## config.mk

```make
export PLATFORM = sky130hd
export DESIGN_NAME = rv_decode
export DESIGN_NICKNAME = d
export VERILOG_FILES = /design/src/rtl/rv_decode.sv
export SDC_FILE = /design/constraint.sdc
export NUM_CORES = 1
export LEC_CHECK = 0
export CAP_MARGIN = 20
export CORE_ASPECT_RATIO = 1.5
export CORE_MARGIN = 4
export CORE_UTILIZATION = 48
export CTS_BUF_LIST = sky130_fd_sc_hd__clkbuf_8
export DETAILED_ROUTE_END_ITERATION = 16
export DONT_BUFFER_PORTS = 1
export HOLD_SLACK_MARGIN = 0.02
export REMOVE_ABC_BUFFERS = 1
export SLEW_MARGIN = 20
export SYNTH_ARGS = -nofsm -noshare
export SYNTH_HDL_FRONTEND = slang
export SYNTH_SLANG_ARGS = --single-unit
```

## constraint.sdc

```tcl
create_clock -name i_clk -period 7.1 [get_ports i_clk]
set_input_delay 1.065 -clock i_clk [delete_from_list [all_inputs] [get_ports i_clk]]
set_output_delay 1.065 -clock i_clk [all_outputs]
set_load 0.01 [all_outputs]
```

## src/rtl/rv_decode.sv

```systemverilog
// rv_decode: RV32I decode stage; decoded bundle is registered behind a 2-entry skid buffer.
// Ports:
//   i_clk, i_reset (async, active high), i_flush (drop buffered and incoming instructions)
//   fetch side   : i_valid, o_ready, i_instr, i_pc
//   execute side : o_valid, i_ready, o_pc, o_alu_ctrl, o_src_a_sel, o_src_b_sel, o_imm,
//                  o_rs1, o_rs2, o_rd, o_funct3, o_res_src,
//                  o_reg_write, o_mem_read, o_mem_write, o_branch, o_jump, o_illegal
module rv_decode #(
  parameter int XLEN = 32,
  parameter logic [XLEN-1:0] RESET_PC = '0
) (
  input  logic            i_clk,
  input  logic            i_reset,
  input  logic            i_flush,
  input  logic            i_valid,
  output logic            o_ready,
  input  logic [31:0]     i_instr,
  input  logic [XLEN-1:0] i_pc,
  output logic            o_valid,
  input  logic            i_ready,
  output logic [XLEN-1:0] o_pc,
  output logic [4:0]      o_alu_ctrl,
  output logic [1:0]      o_src_a_sel,
  output logic            o_src_b_sel,
  output logic [XLEN-1:0] o_imm,
  output logic [4:0]      o_rs1,
  output logic [4:0]      o_rs2,
  output logic [4:0]      o_rd,
  output logic [2:0]      o_funct3,
  output logic [1:0]      o_res_src,
  output logic            o_reg_write,
  output logic            o_mem_read,
  output logic            o_mem_write,
  output logic            o_branch,
  output logic            o_jump,
  output logic            o_illegal
);
  localparam logic [4:0] ALU_ADD = 5'b01000, ALU_SUB = 5'b01001, ALU_XOR = 5'b01010,
                         ALU_SHL = 5'b01011, ALU_OR  = 5'b01100, ALU_SHR = 5'b01101,
                         ALU_AND = 5'b01110, ALU_SRA = 5'b11101, ALU_LTS = 5'b00010,
                         ALU_LTU = 5'b00100;
  localparam logic [6:0] OP_LUI = 7'b0110111, OP_AUIPC = 7'b0010111, OP_JAL = 7'b1101111,
                         OP_JALR = 7'b1100111, OP_BRANCH = 7'b1100011, OP_LOAD = 7'b0000011,
                         OP_STORE = 7'b0100011, OP_IMM = 7'b0010011, OP_REG = 7'b0110011;
  // pc must stay the first (most significant) field: the reset value relies on it
  typedef struct packed {
    logic [XLEN-1:0] pc;
    logic [4:0]      alu;
    logic [1:0]      a_sel;
    logic            b_sel;
    logic [XLEN-1:0] imm;
    logic [4:0]      rs1;
    logic [4:0]      rs2;
    logic [4:0]      rd;
    logic [2:0]      f3;
    logic [1:0]      res;
    logic            rw;
    logic            mr;
    logic            mw;
    logic            br;
    logic            jp;
    logic            ill;
  } bundle_t;
  typedef enum logic [1:0] {EMPTY, MAIN, SKID} state_t;
  localparam bundle_t RST_B = bundle_t'({RESET_PC, {($bits(bundle_t) - XLEN){1'b0}}});
  state_t state, state_n;
  bundle_t dec, main_q, skid_q;
  logic ready_q, accept, drain, load_main, from_skid, load_skid;
  logic [6:0] op, f7;
  logic [2:0] f3;
  logic [4:0] rd, alu;
  logic [1:0] a_sel, res;
  logic b_sel, rw, mr, mw, br, jp, ill;
  logic [XLEN-1:0] imm, imm_i, imm_s, imm_b, imm_u, imm_j;
  function automatic logic [4:0] arith(input logic [2:0] f, input logic alt);
    case (f)
      3'b000:  return alt ? ALU_SUB : ALU_ADD;
      3'b001:  return ALU_SHL;
      3'b010:  return ALU_LTS;
      3'b011:  return ALU_LTU;
      3'b100:  return ALU_XOR;
      3'b101:  return alt ? ALU_SRA : ALU_SHR;
      3'b110:  return ALU_OR;
      default: return ALU_AND;
    endcase
  endfunction
  assign op = i_instr[6:0];
  assign rd = i_instr[11:7];
  assign f3 = i_instr[14:12];
  assign f7 = i_instr[31:25];
  assign imm_i = {{20{i_instr[31]}}, i_instr[31:20]};
  assign imm_s = {{20{i_instr[31]}}, i_instr[31:25], i_instr[11:7]};
  assign imm_b = {{19{i_instr[31]}}, i_instr[31], i_instr[7], i_instr[30:25], i_instr[11:8], 1'b0};
  assign imm_u = {i_instr[31:12], 12'b0};
  assign imm_j = {{11{i_instr[31]}}, i_instr[31], i_instr[19:12], i_instr[20], i_instr[30:21], 1'b0};
  always_comb begin
    alu = '0;
    a_sel = 2'd0;
    b_sel = 1'b0;
    imm = '0;
    res = 2'd0;
    rw = 1'b0;
    mr = 1'b0;
    mw = 1'b0;
    br = 1'b0;
    jp = 1'b0;
    ill = 1'b0;
    case (op)
      OP_LUI:   begin alu = ALU_ADD; a_sel = 2'd2; b_sel = 1'b1; imm = imm_u; rw = 1'b1; end
      OP_AUIPC: begin alu = ALU_ADD; a_sel = 2'd1; b_sel = 1'b1; imm = imm_u; rw = 1'b1; end
      OP_JAL:   begin alu = ALU_ADD; a_sel = 2'd1; b_sel = 1'b1; imm = imm_j; jp = 1'b1; res = 2'd2; rw = 1'b1; end
      OP_JALR:  begin alu = ALU_ADD; b_sel = 1'b1; imm = imm_i; jp = 1'b1; res = 2'd2; rw = 1'b1; end
      OP_BRANCH: begin
        // 00x -> EQ/NEQ (0/1), 1xx -> LTS..NLTU (2..5); 01x has no compare
        alu = f3[2] ? 5'(f3[1:0]) + 5'd2 : {4'b0, f3[0]};
        imm = imm_b;
        br = 1'b1;
        ill = f3[2:1] == 2'b01;
      end
      OP_LOAD:  begin alu = ALU_ADD; b_sel = 1'b1; imm = imm_i; mr = 1'b1; res = 2'd1; rw = 1'b1; end
      OP_STORE: begin alu = ALU_ADD; b_sel = 1'b1; imm = imm_s; mw = 1'b1; end
      OP_IMM: begin
        // instr[30] only selects SRA for right shifts; for addi it is immediate data
        alu = arith(f3, f3 == 3'b101 && f7[5]);
        b_sel = 1'b1;
        imm = imm_i;
        rw = 1'b1;
        ill = (f3 == 3'b001 && f7 != 7'h00) || (f3 == 3'b101 && f7 != 7'h00 && f7 != 7'h20);
      end
      OP_REG: begin
        alu = arith(f3, f7[5]);
        rw = 1'b1;
        ill = !(f7 == 7'h00 || (f7 == 7'h20 && (f3 == 3'b000 || f3 == 3'b101)));
      end
      default: ill = 1'b1;
    endcase
  end
  assign dec = '{pc: i_pc, alu: alu, a_sel: a_sel, b_sel: b_sel, imm: imm,
                 rs1: i_instr[19:15], rs2: i_instr[24:20], rd: rd, f3: f3, res: res,
                 rw: rw && !ill && rd != 5'd0, mr: mr && !ill, mw: mw && !ill,
                 br: br && !ill, jp: jp && !ill, ill: ill};
  assign o_valid = state != EMPTY;
  assign o_ready = ready_q;
  assign accept = i_valid && o_ready;
  assign drain = o_valid && i_ready;
  always_comb begin
    state_n = state;
    load_main = 1'b0;
    from_skid = 1'b0;
    load_skid = 1'b0;
    case (state)
      EMPTY: if (accept) begin state_n = MAIN; load_main = 1'b1; end
      MAIN: begin
        state_n = accept ? (drain ? MAIN : SKID) : (drain ? EMPTY : MAIN);
        load_main = accept && drain;
        load_skid = accept && !drain;
      end
      SKID: if (drain) begin state_n = MAIN; from_skid = 1'b1; end
      default: state_n = EMPTY;
    endcase
    if (i_flush) begin
      state_n = EMPTY;
      load_main = 1'b0;
      from_skid = 1'b0;
      load_skid = 1'b0;
    end
  end
  always_ff @(posedge i_clk or posedge i_reset)
    if (i_reset) begin
      state <= EMPTY;
      ready_q <= 1'b1;
      main_q <= RST_B;
      skid_q <= '0;
    end else begin
      state <= state_n;
      ready_q <= state_n != SKID;
      if (load_main) main_q <= dec;
      else if (from_skid) main_q <= skid_q;
      if (load_skid) skid_q <= dec;
    end
  assign o_pc = main_q.pc;
  assign o_alu_ctrl = main_q.alu;
  assign o_src_a_sel = main_q.a_sel;
  assign o_src_b_sel = main_q.b_sel;
  assign o_imm = main_q.imm;
  assign o_rs1 = main_q.rs1;
  assign o_rs2 = main_q.rs2;
  assign o_rd = main_q.rd;
  assign o_funct3 = main_q.f3;
  assign o_res_src = main_q.res;
  assign o_reg_write = main_q.rw;
  assign o_mem_read = main_q.mr;
  assign o_mem_write = main_q.mw;
  assign o_branch = main_q.br;
  assign o_jump = main_q.jp;
  assign o_illegal = main_q.ill;
endmodule
```

==> impl_metrics.env, run 1 <==
export IMPL_synth_flop_cell="dfrtp_1"
export IMPL_multiInputGateArea_um2=3250
export IMPL_grt_pass1_wl_um=34900
export IMPL_critPathKind="reg -> reg"
export IMPL_avgViaCountPerCell=5.95
export IMPL_cts_tree="done"
export IMPL_design_core_area_um2=17400
export IMPL_clk_latency_ps=460
export IMPL_tightest_slew_ps=940
export IMPL_grt_use_total_pct=22.5
export IMPL_p_switching_uw=798
export IMPL_io_pins=169
export IMPL_seqCellArea_um2=4980
export IMPL_numPortBuffers=0
export IMPL_worstPathCellList="or2_2, nand2_1, inv_1, ha_1, nand2_1, a211oi_4, buf_4, nor2_4, buf_4, a22oi_1, o21ai_1"
export IMPL_synth_ff_latch_count=199
export IMPL_ant_nets=0
export IMPL_switching_share_pct=30.5
export IMPL_use_met3_pct=8.06
export IMPL_end_kind="flop"
export IMPL_synth_area_top_cells="dfrtp_1, nand2_1, a22oi_1"
export IMPL_max_slew_margin_rel_pct=37.0
export IMPL_crit_path_start_kind="flop"
export IMPL_worstPathArrival_ps=3740
export IMPL_syn_cell_area_um2=8530
export IMPL_synth_common_cells="nand2_1, dfrtp_1, a22oi_1"
export IMPL_start_util_pct=48.9
export IMPL_synth_edf_count=0
export IMPL_synthArstFlopShare_pct=100
export IMPL_hold_violations=0
export IMPL_num_rows=59
export IMPL_fin_crit_sh_pct=47.3
export IMPL_slowest_stage="buf_4"
export IMPL_status="complete, no violations"
export IMPL_fin_nets=943
export IMPL_finalSetupViolCount=0
export IMPL_postSynthAreaPerCell_um2=9.35
export IMPL_placed_cell_area_um2=8610
export IMPL_synth_most_common_cell="nand2_1"
export IMPL_cts_buffers=17
export IMPL_intPower_mw=1.82
export IMPL_cts_resized=0
export IMPL_die_w_um=117
export IMPL_cts_buffer_depth=2
export IMPL_grt_pass1_vias=6457
export IMPL_drtIter0Drc=481
export IMPL_dieHeight_um=171
export IMPL_place_congestion=0.828
export IMPL_cp_num_buf_inv=3
export IMPL_power_leakage_nw=4.28
export IMPL_hp_class="reg -> reg"
export IMPL_maxCapViolCount=0
export IMPL_seqPwrFrac_pct=59.5
export IMPL_finClkSkew_ps=14.9
export IMPL_yosys_warnings=0
export IMPL_synth_cell_types=56
export IMPL_min_period_ps=3350
export IMPL_cp_slowest_stage_delay_ps=610
export IMPL_synth_seq_area_share_pct=58.4
export IMPL_antenna_found_initial=0
export IMPL_antenna_cells=0
export IMPL_ir_drop_uv=156
export IMPL_busiest_layer="met2"
export IMPL_grt_use_met1_pct=27.2
export IMPL_report_final_slew_viol_count=0
export IMPL_stdcell_area_um2=9010
export IMPL_critPathTopFamily="simple AND/OR/NAND/NOR gates"
export IMPL_grt_max_degree=126
export IMPL_vias=6527
export IMPL_p_clk_share_pct=27.7
export IMPL_synth_top_area_cell="dfrtp_1"
export IMPL_dr_pass1_iters=6
export IMPL_post_cts_buffers=0
export IMPL_met2_usage_pct=37.3
export IMPL_drt_wl_total_um=22200
export IMPL_fillers=1585
export IMPL_wl_per_cell_um=20.2
export IMPL_fmax_mhz=298
export IMPL_power_frac_comb_pct=12.8
export IMPL_synth_top_area_share_pct=58.1
export IMPL_syn_inst=912
export IMPL_ff2ff_setup_slack_ps=3750
export IMPL_power_density_nw_per_um2=291
export IMPL_postCtsHoldBufs=0
export IMPL_grt_ovfl_total=0
export IMPL_root_buffer="clkbuf_8"
export IMPL_drc=0
export IMPL_clock_sinks=199
export IMPL_rsz0062_at_grt="no"
export IMPL_finalSetupTns_ps=0
export IMPL_final_layout_size_suffix_gt1_share_pct=6.22
export IMPL_critPathRequiredTime_ps=7490
export IMPL_htree_levels=4
export IMPL_clk_pin_slew_ps=100
export IMPL_syn_to_final_growth_pct=5.63
export IMPL_crit_fanout=50
export IMPL_dieArea_um2=20000
export IMPL_hpwl_um=14300
## kinds of logic (layout without fill, tap and decap cells)
group | count (synthesis) | in the layout | share of synthesized area, %
AOI/OAI and AO/OA | 223 | 223 | 17.3
xor gates and xnor gates | 2 | 2 | 0.205
adders and majority gates | 2 | 2 | 0.293
buffers and inverters | 79 | 51 | 3.83
DFF | 199 | 199 | 58.4
muxes | 2 | 2 | 0.249
and+or+nand+nor | 405 | 405 | 19.8
## flip-flops by register name, summed over array words and instances (netlist names)
signal       flops
skid_q          98
o_imm           32
o_pc            32
o_alu_ctrl       5
o_rd             5
o_rs1            5
o_rs2            5
o_funct3         3
o_res_src        2
o_src_a_sel      2
state            2
o_branch         1
o_illegal        1
o_jump           1
o_mem_read       1
o_mem_write      1
o_ready          1
o_reg_write      1
o_src_b_sel      1
## area by class of cell
type                    count  share of cell area (%)
clock buffers              18                    2.75
well taps                 213                    2.96
flip-flops and latches    199                    55.3
inverters                  11                   0.542
multi-input cells         634                    36.1
clock inverters            13                    1.61
repair buffers              9                   0.750
## final timing paths
kind                                        startpoint                     end  cells after the start
worst min register to register  skid_q[87]$_DFFE_PP0P_  skid_q[87]$_DFFE_PP0P_                      2
max in group asynchronous                      i_reset  skid_q[42]$_DFFE_PP0P_                      2
worst max-delay path                state[1]$_DFF_PP0_    o_imm[4]$_DFFE_PP0P_                     11
worst max register to register      state[1]$_DFF_PP0_    o_imm[4]$_DFFE_PP0P_                     11
min in group asynchronous                      i_reset  skid_q[55]$_DFFE_PP0P_                      1
worst min-delay path            skid_q[87]$_DFFE_PP0P_  skid_q[87]$_DFFE_PP0P_                      2
## per-stage QoR
step	utilization, %	total power [mW]	hold WS [ps]	worst slack [ps]	instances
final	51.7	2.62	483	3750	1097
after global placement	49.4	1.89	456	3510	1066
after CTS	51.7	2.65	486	3740	1097
after floorplan	-	1.80	446	-3920	844
after detailed placement	49.4	1.92	462	3440	1066
after global routing	51.7	2.78	506	3510	1097
## worst reg2reg max path: cells and delay by family, from the launching register on
family / cells / cell delay [ps]
buffers and inverters: 3 / 960
DFF: 1 / 520
adders and majority gates: 1 / 200
and+or+nand+nor: 4 / 1240
AOI/OAI and AO/OA: 3 / 380
## routing by layer
| layer | wire length [um] | up-vias |
|---|---|---|
| met5 | 0 | - |
| met4 | 504 | 0 |
| met3 | 1770 | 31 |
| met2 | 11100 | 202 |
| met1 | 8770 | 3257 |
| li1 | - | 3037 |
## power by group through the flow
| stage | logic (mW) | registers [mW] | clock network [mW] |
|---|---|---|---|
| after floorplan | 0.267 | 1.53 | 0 |
| after global placement | 0.318 | 1.57 | 0 |
| after detailed placement | 0.340 | 1.58 | 0 |
| after CTS | 0.341 | 1.56 | 0.753 |
| after global routing | 0.392 | 1.59 | 0.805 |
| final | 0.334 | 1.56 | 0.726 |
## cell usage in the layout (no fill, tap or decap), types with 2 or more instances in the layout
| master | n |
|---|---|
| inv_8 | 2 |
| clkinvlp_4 | 2 |
| and2_1 | 4 |
| nand2_1 | 296 |
| nand2b_1 | 5 |
| or4_1 | 3 |
| and3b_1 | 2 |
| o22ai_1 | 3 |
| clkbuf_8 | 18 |
| a22o_1 | 6 |
| or3_1 | 2 |
| a222oi_1 | 6 |
| nor2_1 | 49 |
| o21ai_0 | 53 |
| a21o_1 | 3 |
| a22oi_1 | 69 |
| o21ai_1 | 14 |
| nand3_1 | 21 |
| clkinv_2 | 3 |
| buf_4 | 9 |
| a21boi_0 | 2 |
| ha_1 | 2 |
| nor3_1 | 8 |
| inv_1 | 10 |
| inv_6 | 4 |
| bufinv_16 | 2 |
| nand4_1 | 2 |
| a21oi_1 | 26 |
| a31oi_1 | 20 |
| dfrtp_1 | 198 |
| a32oi_1 | 4 |
| o31a_1 | 2 |
| a221o_1 | 4 |
Power figures use the tool's default switching activity.
==> run 2: changes to the inputs <==
--- a/config.mk
+++ b/config.mk
@@ -5,6 +5,7 @@
 export SDC_FILE = /design/constraint.sdc
 export NUM_CORES = 1
 export LEC_CHECK = 0
+export ABC_AREA = 1
 export CAP_MARGIN = 20
 export CORE_ASPECT_RATIO = 1.5
 export CORE_MARGIN = 4
@@ -13,6 +14,7 @@
 export DETAILED_ROUTE_END_ITERATION = 16
 export DONT_BUFFER_PORTS = 1
 export HOLD_SLACK_MARGIN = 0.02
+export PLACE_DENSITY = 0.65
 export REMOVE_ABC_BUFFERS = 1
 export SLEW_MARGIN = 20
 export SYNTH_ARGS = -nofsm -noshare
==> constraint.sdc (replaced) <==
create_clock -name i_clk -period 2.9 [get_ports i_clk]
set_input_delay 0.435 -clock i_clk [delete_from_list [all_inputs] [get_ports i_clk]]
set_output_delay 0.435 -clock i_clk [all_outputs]
set_load 0.01 [all_outputs]
==> impl_metrics.env, run 2 <==
export IMPL_die_w_um=119
export IMPL_cts_tree="done"
export IMPL_hp_start="i_flush"
export IMPL_maxCapViolCount=0
export IMPL_clk_latency_ps=460
export IMPL_p_clk_share_pct=26.6
export IMPL_root_buffer="clkbuf_8"
export IMPL_synth_ff_latch_count=199
export IMPL_path_common_cell="nor2_1"
export IMPL_fillers=1731
export IMPL_status="complete, no violations"
export IMPL_drt_wl_total_um=22900
export IMPL_synth_most_common_cell="nand2_1"
export IMPL_finalSetupTns_ps=0
export IMPL_ant_nets=0
export IMPL_cp_slowest_stage_delay_ps=470
export IMPL_final_cells=1333
export IMPL_top_register="skid_q"
export IMPL_grt_pass1_wl_um=37000
export IMPL_drc=0
export IMPL_fin_crit_sh_pct=77.4
export IMPL_clock_sinks=199
export IMPL_synth_common_cells="nand2_1, dfrtp_1, inv_1"
export IMPL_grt_ovfl_total=0
export IMPL_grt_pass1_vias=6885
export IMPL_cts_buffer_depth=2
export IMPL_power_density_nw_per_um2=689
export IMPL_critPathTopFamily="simple AND/OR/NAND/NOR gates"
export IMPL_cts_resized=0
export IMPL_seqPwrFrac_pct=58.6
export IMPL_hold_violations=0
export IMPL_drtIter0Drc=591
export IMPL_grt_use_total_pct=22.2
export IMPL_avgViaCountPerCell=5.26
export IMPL_dp_cells=1299
export IMPL_place_ws_ps=643
export IMPL_vias=7006
export IMPL_crit_fanout=41
export IMPL_max_slew_margin_rel_pct=43.6
export IMPL_syn_to_final_growth_pct=7.37
export IMPL_syn_cell_area_um2=8930
export IMPL_synth_cell_types=31
export IMPL_multiInputGateArea_um2=3350
export IMPL_antenna_cells=0
export IMPL_worstPathCellList="nor2_1, nor2_1, ha_1, or2_1, nand3_2, nand2_4, clkinv_2, buf_4, nand2_1, o211ai_1"
export IMPL_finalSetupViolCount=0
export IMPL_wl_per_cell_um=17.2
export IMPL_fin_ws_ps=655
export IMPL_power_leakage_nw=4.89
export IMPL_crit_path_start_kind="flop"
export IMPL_min_period_ps=2240
export IMPL_critPathRequiredTime_ps=3280
export IMPL_placed_cell_area_um2=9180
export IMPL_tightest_slew_ps=846
export IMPL_power_frac_comb_pct=14.7
export IMPL_critPathLaunch="state[0]$_DFF_PP0_"
export IMPL_fin_nets=1143
export IMPL_ff2ff_setup_slack_ps=660
export IMPL_synthArstFlopShare_pct=100
export IMPL_grt_max_degree=94
export IMPL_report_final_slew_viol_count=0
export IMPL_clk_pin_slew_ps=100
export IMPL_numPortBuffers=0
export IMPL_finClkSkew_ps=15.5
export IMPL_critPathKind="reg -> reg"
export IMPL_num_rows=60
export IMPL_final_layout_size_suffix_gt1_share_pct=7.37
export IMPL_mostFrequentLayoutCells="nand2_1, dfrtp_1, inv_1, o21ai_0, nor2_1"
export IMPL_seqCellArea_um2=4980
export IMPL_design_core_area_um2=18100
export IMPL_synth_top_area_cell="dfrtp_1"
export IMPL_dieHeight_um=175
export IMPL_final_common_cell="nand2_1"
export IMPL_htree_levels=4
export IMPL_hp_class="in -> reg"
export IMPL_switching_share_pct=32.1
export IMPL_rsz0062_at_grt="no"
export IMPL_synth_area_top_cells="dfrtp_1, nand2_1, o21ai_0"
export IMPL_io_pins=169
export IMPL_dieArea_um2=20900
export IMPL_fmax_mhz=445
export IMPL_ir_drop_uv=345
export IMPL_yosys_warnings=0
export IMPL_cp_num_buf_inv=2
export IMPL_postSynthAreaPerCell_um2=8.19
export IMPL_place_congestion=0.878
export IMPL_slowest_stage="dfrtp_1"
export IMPL_start_util_pct=49.4
export IMPL_worstPathArrival_ps=2620
export IMPL_intPower_mw=4.49
export IMPL_crit_reg2reg_launch="state[0]$_DFF_PP0_"
export IMPL_synth_seq_area_share_pct=55.8
export IMPL_syn_inst=1090
export IMPL_synth_top_area_share_pct=55.5
export IMPL_stdcell_area_um2=9590
export IMPL_dr_pass1_iters=5
export IMPL_synth_flop_cell="dfrtp_1"
export IMPL_antenna_found_initial=0
export IMPL_hpwl_um=15200
export IMPL_synth_edf_count=0
export IMPL_end_kind="flop"
export IMPL_cts_buffers=17
export IMPL_p_switching_mw=2.12
export IMPL_largest_register_ffs=98
==> run 2: changes by cell type in the layout (fill, tap and decap cells not counted), sizes merged, moves of 7 or more <==
| cell | before | now |
|---|---|---|
| nand2 | 296 | 449 |
| inv | 16 | 90 |
| a22oi | 69 | 0 |
| o211ai | 1 | 39 |
| nand3 | 21 | 49 |
| nor2 | 50 | 70 |
| o21ai | 67 | 80 |
| a31oi | 20 | 11 |
| buf | 9 | 18 |
| nor3 | 9 | 2 |
| o22ai | 3 | 10 |
==> run 2: power groups by stage <==
stage	clock network, mW	registers (mW)	logic (mW)
final	1.76	3.87	0.974
after global routing	1.91	3.94	1.16
after CTS	1.81	3.88	0.996
after detailed placement	0	3.93	0.990
after global placement	0	3.92	0.947
after floorplan	0	3.82	0.740
==> run 2: cell type report <==
cell class / count / share of cell area [%]
clock buffers: 18 / 2.58
clock inverters: 14 / 1.51
inverters: 87 / 3.51
multi-input cells: 747 / 34.9
flip-flops and latches: 199 / 51.9
well taps: 248 / 3.24
repair buffers: 20 / 2.27
==> run 2: per-layer routing <==
| metal | global-route usage [%] | part of all wire [%] | up-vias |
|---|---|---|---|
| met5 | 0 | 0 | - |
| met4 | 5.88 | 1.4 | 0 |
| met3 | 6.64 | 6.6 | 18 |
| met2 | 37.8 | 51 | 192 |
| met1 | 27.7 | 41 | 3369 |
| li1 | - | - | 3427 |
==> run 2: kinds of logic (layout without fill, tap and decap cells) <==
| family | after synthesis | after routing | share of synthesized area [%] |
|---|---|---|---|
| compound gates | 171 | 171 | 11.5 |
| buf+inv | 144 | 139 | 6.85 |
| flops | 199 | 199 | 55.8 |
| simple gates | 574 | 574 | 25.6 |
| fa+ha+maj | 2 | 2 | 0.280 |
==> run 2: worst paths after layout <==
| check | cells past startpoint | endpoint |
|---|---|---|
| min in group asynchronous | 2 | o_pc[25]$_DFFE_PP0P_ |
| setup / recovery | 10 | o_src_a_sel[0]$_DFFE_PP0P_ |
| max in group asynchronous | 3 | skid_q[3]$_DFFE_PP0P_ |
| setup reg to reg | 10 | o_src_a_sel[0]$_DFFE_PP0P_ |
| hold / removal | 1 | o_ready$_DFF_PP1_ |
| hold reg to reg | 2 | skid_q[36]$_DFFE_PP0P_ |
==> run 2: what timing repair did <==
| item | 4_1_cts | 5_1_grt |
|---|---|---|
| hold endpoints to repair | 65 | 0 |
| buffers inserted | 0 | 0 |
| hold buffers | 2 | 0 |
==> run 2: through the flow <==
stage | utilization [%] | hold slack, ps | power (mW)
2_1_floorplan | - | 449 | 4.56
3_3_place_gp | 50.7 | 364 | 4.86
3_5_place_dp | 50.7 | 360 | 4.92
4_1_cts | 53.0 | 32.0 | 6.68
5_1_grt | 53.0 | 35.1 | 7.01
6_report | 53.0 | 61.3 | 6.61
==> run 2: worst register-to-register path, cell delays in order (launching register included) <==
cell and delay [ps]:
dfrtp_1 470, nor2_1 150, nor2_1 80, ha_1 180, or2_1 230, nand3_2 150, nand2_4 110, clkinv_2 120
buf_4 420, nand2_1 150, o211ai_1 100
